==> src/rtl/aes_block_packer_if.sv <==
// Handshake bundle between the plaintext byte FIFO, the host flush strobe,
// the block packer and the AES core.
interface aes_block_packer_if;
   logic         fifo_empty;
   logic [7:0]   fifo_rdata;
   logic         fifo_renable;
   logic         flush;
   logic [127:0] blk_data;
   logic         blk_valid;
   logic         blk_ready;
   logic         blk_last;
   logic         busy;

   modport master (
      input  fifo_empty, fifo_rdata, flush, blk_ready,
      output fifo_renable, blk_data, blk_valid, blk_last, busy
   );

   modport slave (
      output fifo_empty, fifo_rdata, flush, blk_ready,
      input  fifo_renable, blk_data, blk_valid, blk_last, busy
   );
endinterface

==> src/rtl/aes_block_packer.sv <==
// Packs FIFO bytes into 128-bit AES blocks, applies PKCS#7 padding on flush
// and presents each block on a valid/ready handshake.
module aes_block_packer (
   input  logic               clk,
   input  logic               n_rst,
   aes_block_packer_if.master bus
);
   typedef enum logic [1:0] {FILL, PAD, HOLD} state_t;

   state_t       state;
   logic [4:0]   cnt;
   logic         flush_pending;
   logic [7:0]   pad_val;
   logic [127:0] data_q;
   logic         blk_valid_q;
   logic         blk_last_q;

   logic         pop;
   logic         wr_en;
   logic [7:0]   wr_byte;

   // Pops are suppressed while n_rst is low so the FIFO is never drained in reset.
   assign pop     = n_rst && (state == FILL) && !bus.fifo_empty && (cnt < 5'd16);
   assign wr_en   = pop || (state == PAD);
   assign wr_byte = (state == PAD) ? pad_val : bus.fifo_rdata;

   assign bus.fifo_renable = pop;
   assign bus.blk_data     = data_q;
   assign bus.blk_valid    = blk_valid_q;
   assign bus.blk_last     = blk_last_q;
   assign bus.busy         = (state != FILL) || (cnt != 5'd0) || flush_pending;

   always_ff @(posedge clk) begin
      if (!n_rst) begin
         state         <= FILL;
         cnt           <= 5'd0;
         flush_pending <= 1'b0;
         pad_val       <= 8'd0;
         data_q        <= '0;
         blk_valid_q   <= 1'b0;
         blk_last_q    <= 1'b0;
      end else begin
         if (bus.flush)
            flush_pending <= 1'b1;

         // Byte slot 0 lands in the most significant byte of the block.
         for (int i = 0; i < 16; i++) begin
            if (wr_en && (cnt[3:0] == 4'(i)))
               data_q[8*(15-i) +: 8] <= wr_byte;
         end

         case (state)
            FILL: begin
               if (pop) begin
                  cnt <= cnt + 5'd1;
                  if (cnt == 5'd15) begin
                     state       <= HOLD;
                     blk_valid_q <= 1'b1;
                     blk_last_q  <= 1'b0;
                  end
               end else if (flush_pending && bus.fifo_empty) begin
                  state   <= PAD;
                  pad_val <= {3'b000, 5'd16 - cnt};
               end
            end
            PAD: begin
               cnt <= cnt + 5'd1;
               if (cnt == 5'd15) begin
                  state       <= HOLD;
                  blk_valid_q <= 1'b1;
                  blk_last_q  <= 1'b1;
               end
            end
            HOLD: begin
               if (bus.blk_ready) begin
                  cnt         <= 5'd0;
                  state       <= FILL;
                  blk_valid_q <= 1'b0;
                  // Ends the message; a flush arriving now is a duplicate and is dropped.
                  if (blk_last_q) begin
                     flush_pending <= 1'b0;
                     blk_last_q    <= 1'b0;
                  end
               end
            end
            default: state <= FILL;
         endcase
      end
   end
endmodule

==> src/flat_wrapper.sv <==
// flat-port wrapper written by rule: the top's interface ports become plain ports
module aes_block_packer_flat 
  (clk, n_rst, bus_fifo_empty, bus_fifo_rdata, bus_flush, bus_blk_ready, bus_fifo_renable, bus_blk_data, bus_blk_valid, bus_blk_last, bus_busy);
  aes_block_packer_if bus_i ();
  input  logic clk;
  input  logic n_rst;
  input wire logic [$bits(bus_i.fifo_empty)-1:0] bus_fifo_empty;
  input wire logic [$bits(bus_i.fifo_rdata)-1:0] bus_fifo_rdata;
  input wire logic [$bits(bus_i.flush)-1:0] bus_flush;
  input wire logic [$bits(bus_i.blk_ready)-1:0] bus_blk_ready;
  output wire logic [$bits(bus_i.fifo_renable)-1:0] bus_fifo_renable;
  output wire logic [$bits(bus_i.blk_data)-1:0] bus_blk_data;
  output wire logic [$bits(bus_i.blk_valid)-1:0] bus_blk_valid;
  output wire logic [$bits(bus_i.blk_last)-1:0] bus_blk_last;
  output wire logic [$bits(bus_i.busy)-1:0] bus_busy;
  assign bus_i.fifo_empty = bus_fifo_empty;
  assign bus_i.fifo_rdata = bus_fifo_rdata;
  assign bus_i.flush = bus_flush;
  assign bus_i.blk_ready = bus_blk_ready;
  assign bus_fifo_renable = bus_i.fifo_renable;
  assign bus_blk_data = bus_i.blk_data;
  assign bus_blk_valid = bus_i.blk_valid;
  assign bus_blk_last = bus_i.blk_last;
  assign bus_busy = bus_i.busy;
  aes_block_packer u_core (.clk(clk), .n_rst(n_rst), .bus(bus_i));
endmodule
==> config.mk <==
export PLATFORM = sky130hd
export DESIGN_NAME = aes_block_packer_flat
export DESIGN_NICKNAME = d
export VERILOG_FILES = /design/src/rtl/aes_block_packer_if.sv /design/src/rtl/aes_block_packer.sv /design/src/flat_wrapper.sv
export SDC_FILE = /design/constraint.sdc
export NUM_CORES = 1
export LEC_CHECK = 0
export ABC_AREA = 1
export CORE_AREA = 2 2 97 169
export CTS_CLUSTER_DIAMETER = 80
export DETAILED_ROUTE_END_ITERATION = 10
export DIE_AREA = 0 0 99 171
export DONT_BUFFER_PORTS = 1
export HOLD_SLACK_MARGIN = 0.05
export PLACE_DENSITY = 0.53
export RECOVER_POWER = 25
export SLEW_MARGIN = 20
export SYNTH_ARGS = -nofsm -noshare
export SYNTH_HDL_FRONTEND = slang
export SYNTH_SLANG_ARGS = --single-unit
==> constraint.sdc <==
create_clock -name clk -period 2.2 [get_ports clk]
set_input_delay 0.66 -clock clk [delete_from_list [all_inputs] [get_ports clk]]
set_output_delay 0.66 -clock clk [all_outputs]
set_load 0.005 [all_outputs]
-- After elaboration in Yosys (flattened, before gate mapping)
Cells that the tools add are included.
- register bits after elaboration: 143
- logic and storage cells: 103
- output and inout bits: 132
- input port bits: 13
- add/subtract/negate cells: 2
- reduce and logical (&&, ||, !) cells: 33
- equality and inequality tests: 23
- bitwise gates (word level): 1
- multiplexer cells: 21
- magnitude comparators: 1
- operators by type and width (operator ; count):
    $eq A4 B4 Y1 const B ; 8
    $logic_and A1 B1 Y1 ; 20
    $eq A4 B3 Y1 const B ; 4
    $pmux W5 S3 ; 1
    $mux W1 ; 10
    $mux W5 ; 2
    $eq A4 B2 Y1 const B ; 2
    $mux W2 ; 4
    $mux W8 ; 1
    $ne A2 B2 Y1 const B ; 3
    $pmux W1 S3 ; 2
    $pmux W2 S3 ; 1
    $reduce_and A3 Y1 ; 2
    $add A5 B1 Y5 const B ; 1
    $eq A5 B4 Y1 const B ; 1
    $lt A5 B5 Y1 const B ; 1
    $reduce_and A5 Y1 ; 1
    $reduce_bool A5 Y1 ; 1
    $sub A5 B5 Y5 const A ; 1
    $eq A4 B1 Y1 const B ; 1
    $logic_not A4 Y1 ; 1
    $logic_or A1 B1 Y1 ; 3
    $ne A3 B2 Y1 const B ; 1
    $reduce_bool A3 Y1 ; 1
    8 further kinds ; 8

-- Longest topological paths before layout
- word-level depth: 6
- depth in mapped cells: 16
- depth with buffers taken out: 14

-- Worst setup path after synthesis
No wires, ideal clock.
- path type: flip-flop to output port
- start: register u_core.cnt[0]
- end: output port bus_fifo_renable
- required time: 1.540 ns
- cell stages (with the launch flop): 11
- path slack: 0.029 ns
- buffers on the path: 0
- arrival: 1.511 ns
- cells stage by stage: dfxtp_1 inv_1 ha_1 inv_1 nor2_2 ha_1 inv_1 nand3_1 nor2_1 nand2_2 inv_1
- cells in the longest elaborated chain, start to end: 2
- RTL lines (what ; line ; RTL):
    start: declaration ; aes_block_packer.sv:11 ; logic [4:0] cnt;
    start signal: assignment ; aes_block_packer.sv:55 ; cnt <= cnt + 5'd1;
    start signal: assignment ; aes_block_packer.sv:67 ; cnt <= cnt + 5'd1;
    $lt A5 B5 Y1 ; aes_block_packer.sv:23 ; assign pop = n_rst && (state == FILL) && !bus.fifo_empty && (cnt < 5'd16);
    $logic_and A1 B1 Y1 ; aes_block_packer.sv:23 ;
    end: declaration ; flat_wrapper.sv:11 ; output wire logic [$bits(bus_i.fifo_renable)-1:0] bus_fifo_renable;
No other way between the ends.

-- Worst setup path in the final report
Same ends and word-level chain as after synthesis.

==> results.sh <==
export IMPL_r2r_cells=15
export IMPL_routedWlPerCell_um=17.7
export IMPL_max_cap_violations=0
export IMPL_synth_cells=725
export IMPL_skew_ns=0.00933
export IMPL_synth_area_per_cell_um2=7.61
export IMPL_slew_headroom_pct=28.9
export IMPL_final_nets=765
export IMPL_core_mm2=0.0156
export IMPL_grt_busiest_layer="met2"
export IMPL_hold_depth=1
export IMPL_vias=4857
export IMPL_crit_required_ns=1.54
export IMPL_final_core_util_pct=41.8
export IMPL_antenna_found_initial=0
export IMPL_grtUsageMet1_pct=20.1
export IMPL_clock_sinks=143
export IMPL_io_buffers=0
export IMPL_grt_util_all_layers_pct=19.5
export IMPL_dr_pass1_iters=4
export IMPL_clock_path_buffers=2
export IMPL_drive_gt1_share_pct=15.7
export IMPL_grt_use_met3_pct=5.15
export IMPL_antenna_diode_count=0
export IMPL_cts_root_buf="clkbuf_16"
export IMPL_drtAntennaViolNets=0
export IMPL_powerDensity_mw_per_mm2=961
export IMPL_crit_type="flop to primary output"
export IMPL_clock_latency_ns=0.42
export IMPL_startpoint="u_core.cnt[0]"
export IMPL_synthesis_nets=745
export IMPL_min_period_ns=2.19
export IMPL_yosysTopAreaCellShare_pct=51.9
export IMPL_cts_tree="done"
export IMPL_min_path_type="primary input to flop"
export IMPL_drt_vias_per_instance=5.13
export IMPL_die_width_um=99
export IMPL_worst_hold_startpoint="bus_blk_ready"
export IMPL_ioPinCount=145
export IMPL_cts_max_level=4
export IMPL_fmax_mhz=456
export IMPL_rrSetupSlack_ns=0.16
export IMPL_initial_core_util_pct=35.3
export IMPL_cp_max_fo=2
export IMPL_start_kind="flop"
export IMPL_synthTopCellsByArea="dfxtp_1 (52%), nor2_1 (9.9%), nand2_1 (7.4%), a21oi_1 (6.9%), nand3_1 (6.5%)"
export IMPL_synth_top_cell_by_area="dfxtp_1"
export IMPL_die_h_um=171
export IMPL_cts_made_buffers=17
export IMPL_die_area_mm2=0.0169
export IMPL_clk_pin_slew_worst_paths_ns=0.07
export IMPL_ys_seq_area_share_pct=51.9
export IMPL_gr_total_overflow=0
export IMPL_arrival_ns=1.53
export IMPL_yosys_warnings=0
export IMPL_min_to="u_core.flush_pending"
export IMPL_grt_max_degree=74
export IMPL_syn_area_mm2=0.00552
export IMPL_fin_crit_sh_pct=99.6
export IMPL_slew_violations=0
export IMPL_power_leakage_nw=2.41
export IMPL_setup_viol=0
export IMPL_totalWireLength_mm=16.8
export IMPL_end_kind="primary output"
export IMPL_ir_drop_v=0.000438
export IMPL_grt_pass1_wl_mm=25.3
export IMPL_fill_cells=1598
export IMPL_met2_usage_pct=35.5
export IMPL_r2r_end="u_core.bus.blk_data[24]"
export IMPL_status="complete, no violations"
export IMPL_reg2reg_from="u_core.cnt[0]"
export IMPL_worst_pin_slew_ns=1.07
export IMPL_ys_types=25
export IMPL_drt_iter0_markers=274
export IMPL_dp_hpwl_mm=11.3
export IMPL_grt_pass1_vias=4693
export IMPL_drc=0
export IMPL_ys_ff_latch=143
export IMPL_gp_congestion=0.798
export IMPL_total_power_w=0.00628
export IMPL_hold_viol_final=0
export IMPL_row_count=61
export IMPL_rsz0062_at_grt="yes"
export IMPL_hold_slack_ns=0.336
export IMPL_syn2layout_area_growth_pct=18.5
[layer usage]
layer	up-vias	wire [um]
met1	2254	6180
met3	42	891
met4	0	695
met5	-	0
met2	152	9020
li1	2409	-
[repair_timing]
item | in CTS | in global routing
buffers inserted | 4 | 7
hold buffers | 0 | 0
setup endpoints to repair | 2 | 86
pin swaps | 4 | 5
resized for setup | 12 | 13
[cells in the mapped netlist, drive strengths merged]
cell	n
a21oi	76
a22oi	1
a31oi	2
buf	18
clkbuf	16
clkinv	1
dfxtp	143
ha	7
inv	37
nand2	122
nand3	72
nand3b	1
nor2	153
nor3	2
o21ai	72
or2	1
xnor2	1
[logic make-up (layout without fill, tap and decap cells)]
family                   Yosys count  after routing  share of synthesized area [%]
AND/OR/NAND/NOR                  351            351                           26.7
flip-flops                       143            143                           51.9
buffers and inverters             72            105                           5.87
AO/OA/AOI/OAI                    151            151                           13.8
adder cells (fa/ha/maj)            7              7                           1.59
XOR/XNOR                           1              1                          0.159
[report_power, final]
group / switching (W) / total, W / internal, W / leakage [nW]
logic: 0.000443 / 0.000677 / 0.000234 / 0.963
registers: 0.0000427 / 0.00269 / 0.00265 / 1.16
clock network: 0.00125 / 0.00291 / 0.00167 / 0.294
total: 0.00173 / 0.00628 / 0.00455 / 2.41
[worst max-delay path by stage]
stage                                   end  cells past startpoint
finish                     bus_fifo_renable                     10
global route               bus_fifo_renable                     10
CTS                        bus_fifo_renable                     10
detailed placement  u_core.bus.blk_data[70]                     13
global placement    u_core.bus.blk_data[96]                     13
floorplan                  bus_fifo_renable                     10
[critical path: stages, from the launching register on]
cell     delay, ns
dfxtp_2       0.33
inv_2         0.05
ha_4          0.16
inv_4         0.06
nor2_4        0.04
ha_4          0.15
inv_2         0.04
nand3_2       0.05
nor2_2        0.09
nand2_2       0.07
inv_2         0.06
[stage by stage]
step	std cells	setup slack [ns]	TNS (ns)	cell area [um2]
after floorplan	725	0.0287	0	5520
after global placement	904	0.0387	0	5800
after detailed placement	904	0.0188	0	5800
after CTS	940	-0.0655	-0.122	6450
after global routing	947	-0.0726	-0.0820	6540
final	947	0.00819	0	6540
[sequential cells by signal, indices dropped and copies added, names as in the netlist]
register and cells:
u_core.bus.blk_data 128, u_core.cnt 5, u_core.pad_val 5, u_core.state 2, u_core.bus.blk_last 1, u_core.bus.blk_valid 1
u_core.flush_pending 1
[placed cells by master (no fill, tap or decap)]
cell type / instances
a21oi_1: 76
a22oi_1: 1
a31oi_1: 2
buf_12: 3
buf_4: 29
buf_6: 1
bufinv_16: 1
clkbuf_1: 2
clkbuf_16: 17
clkbuf_8: 2
clkinv_1: 1
clkinv_4: 4
clkinvlp_4: 1
dfxtp_1: 139
dfxtp_2: 4
ha_1: 5
ha_4: 2
inv_1: 20
inv_2: 15
inv_4: 2
inv_6: 2
inv_8: 5
nand2_1: 104
nand2_2: 18
nand3_1: 71
nand3_2: 1
nand3b_1: 1
nor2_1: 144
nor2_2: 7
nor2_4: 2
nor3_1: 2
o21ai_0: 69
o21ai_1: 1
o21ai_2: 2
or2_2: 1
xnor2_1: 1
[final cells by class]
type                            count  area [um2]  area share (%)
Inverter                           38         148            2.26
Timing Repair Buffer               35         297            4.54
Multi-Input combinational cell    510        2390            36.5
Tap cell                          189         236            3.62
Sequential cell                   143        2870            43.9
Clock inverter                     13         146            2.24
Clock buffer                       19         453            6.93
Power figures use the tool's default switching activity.
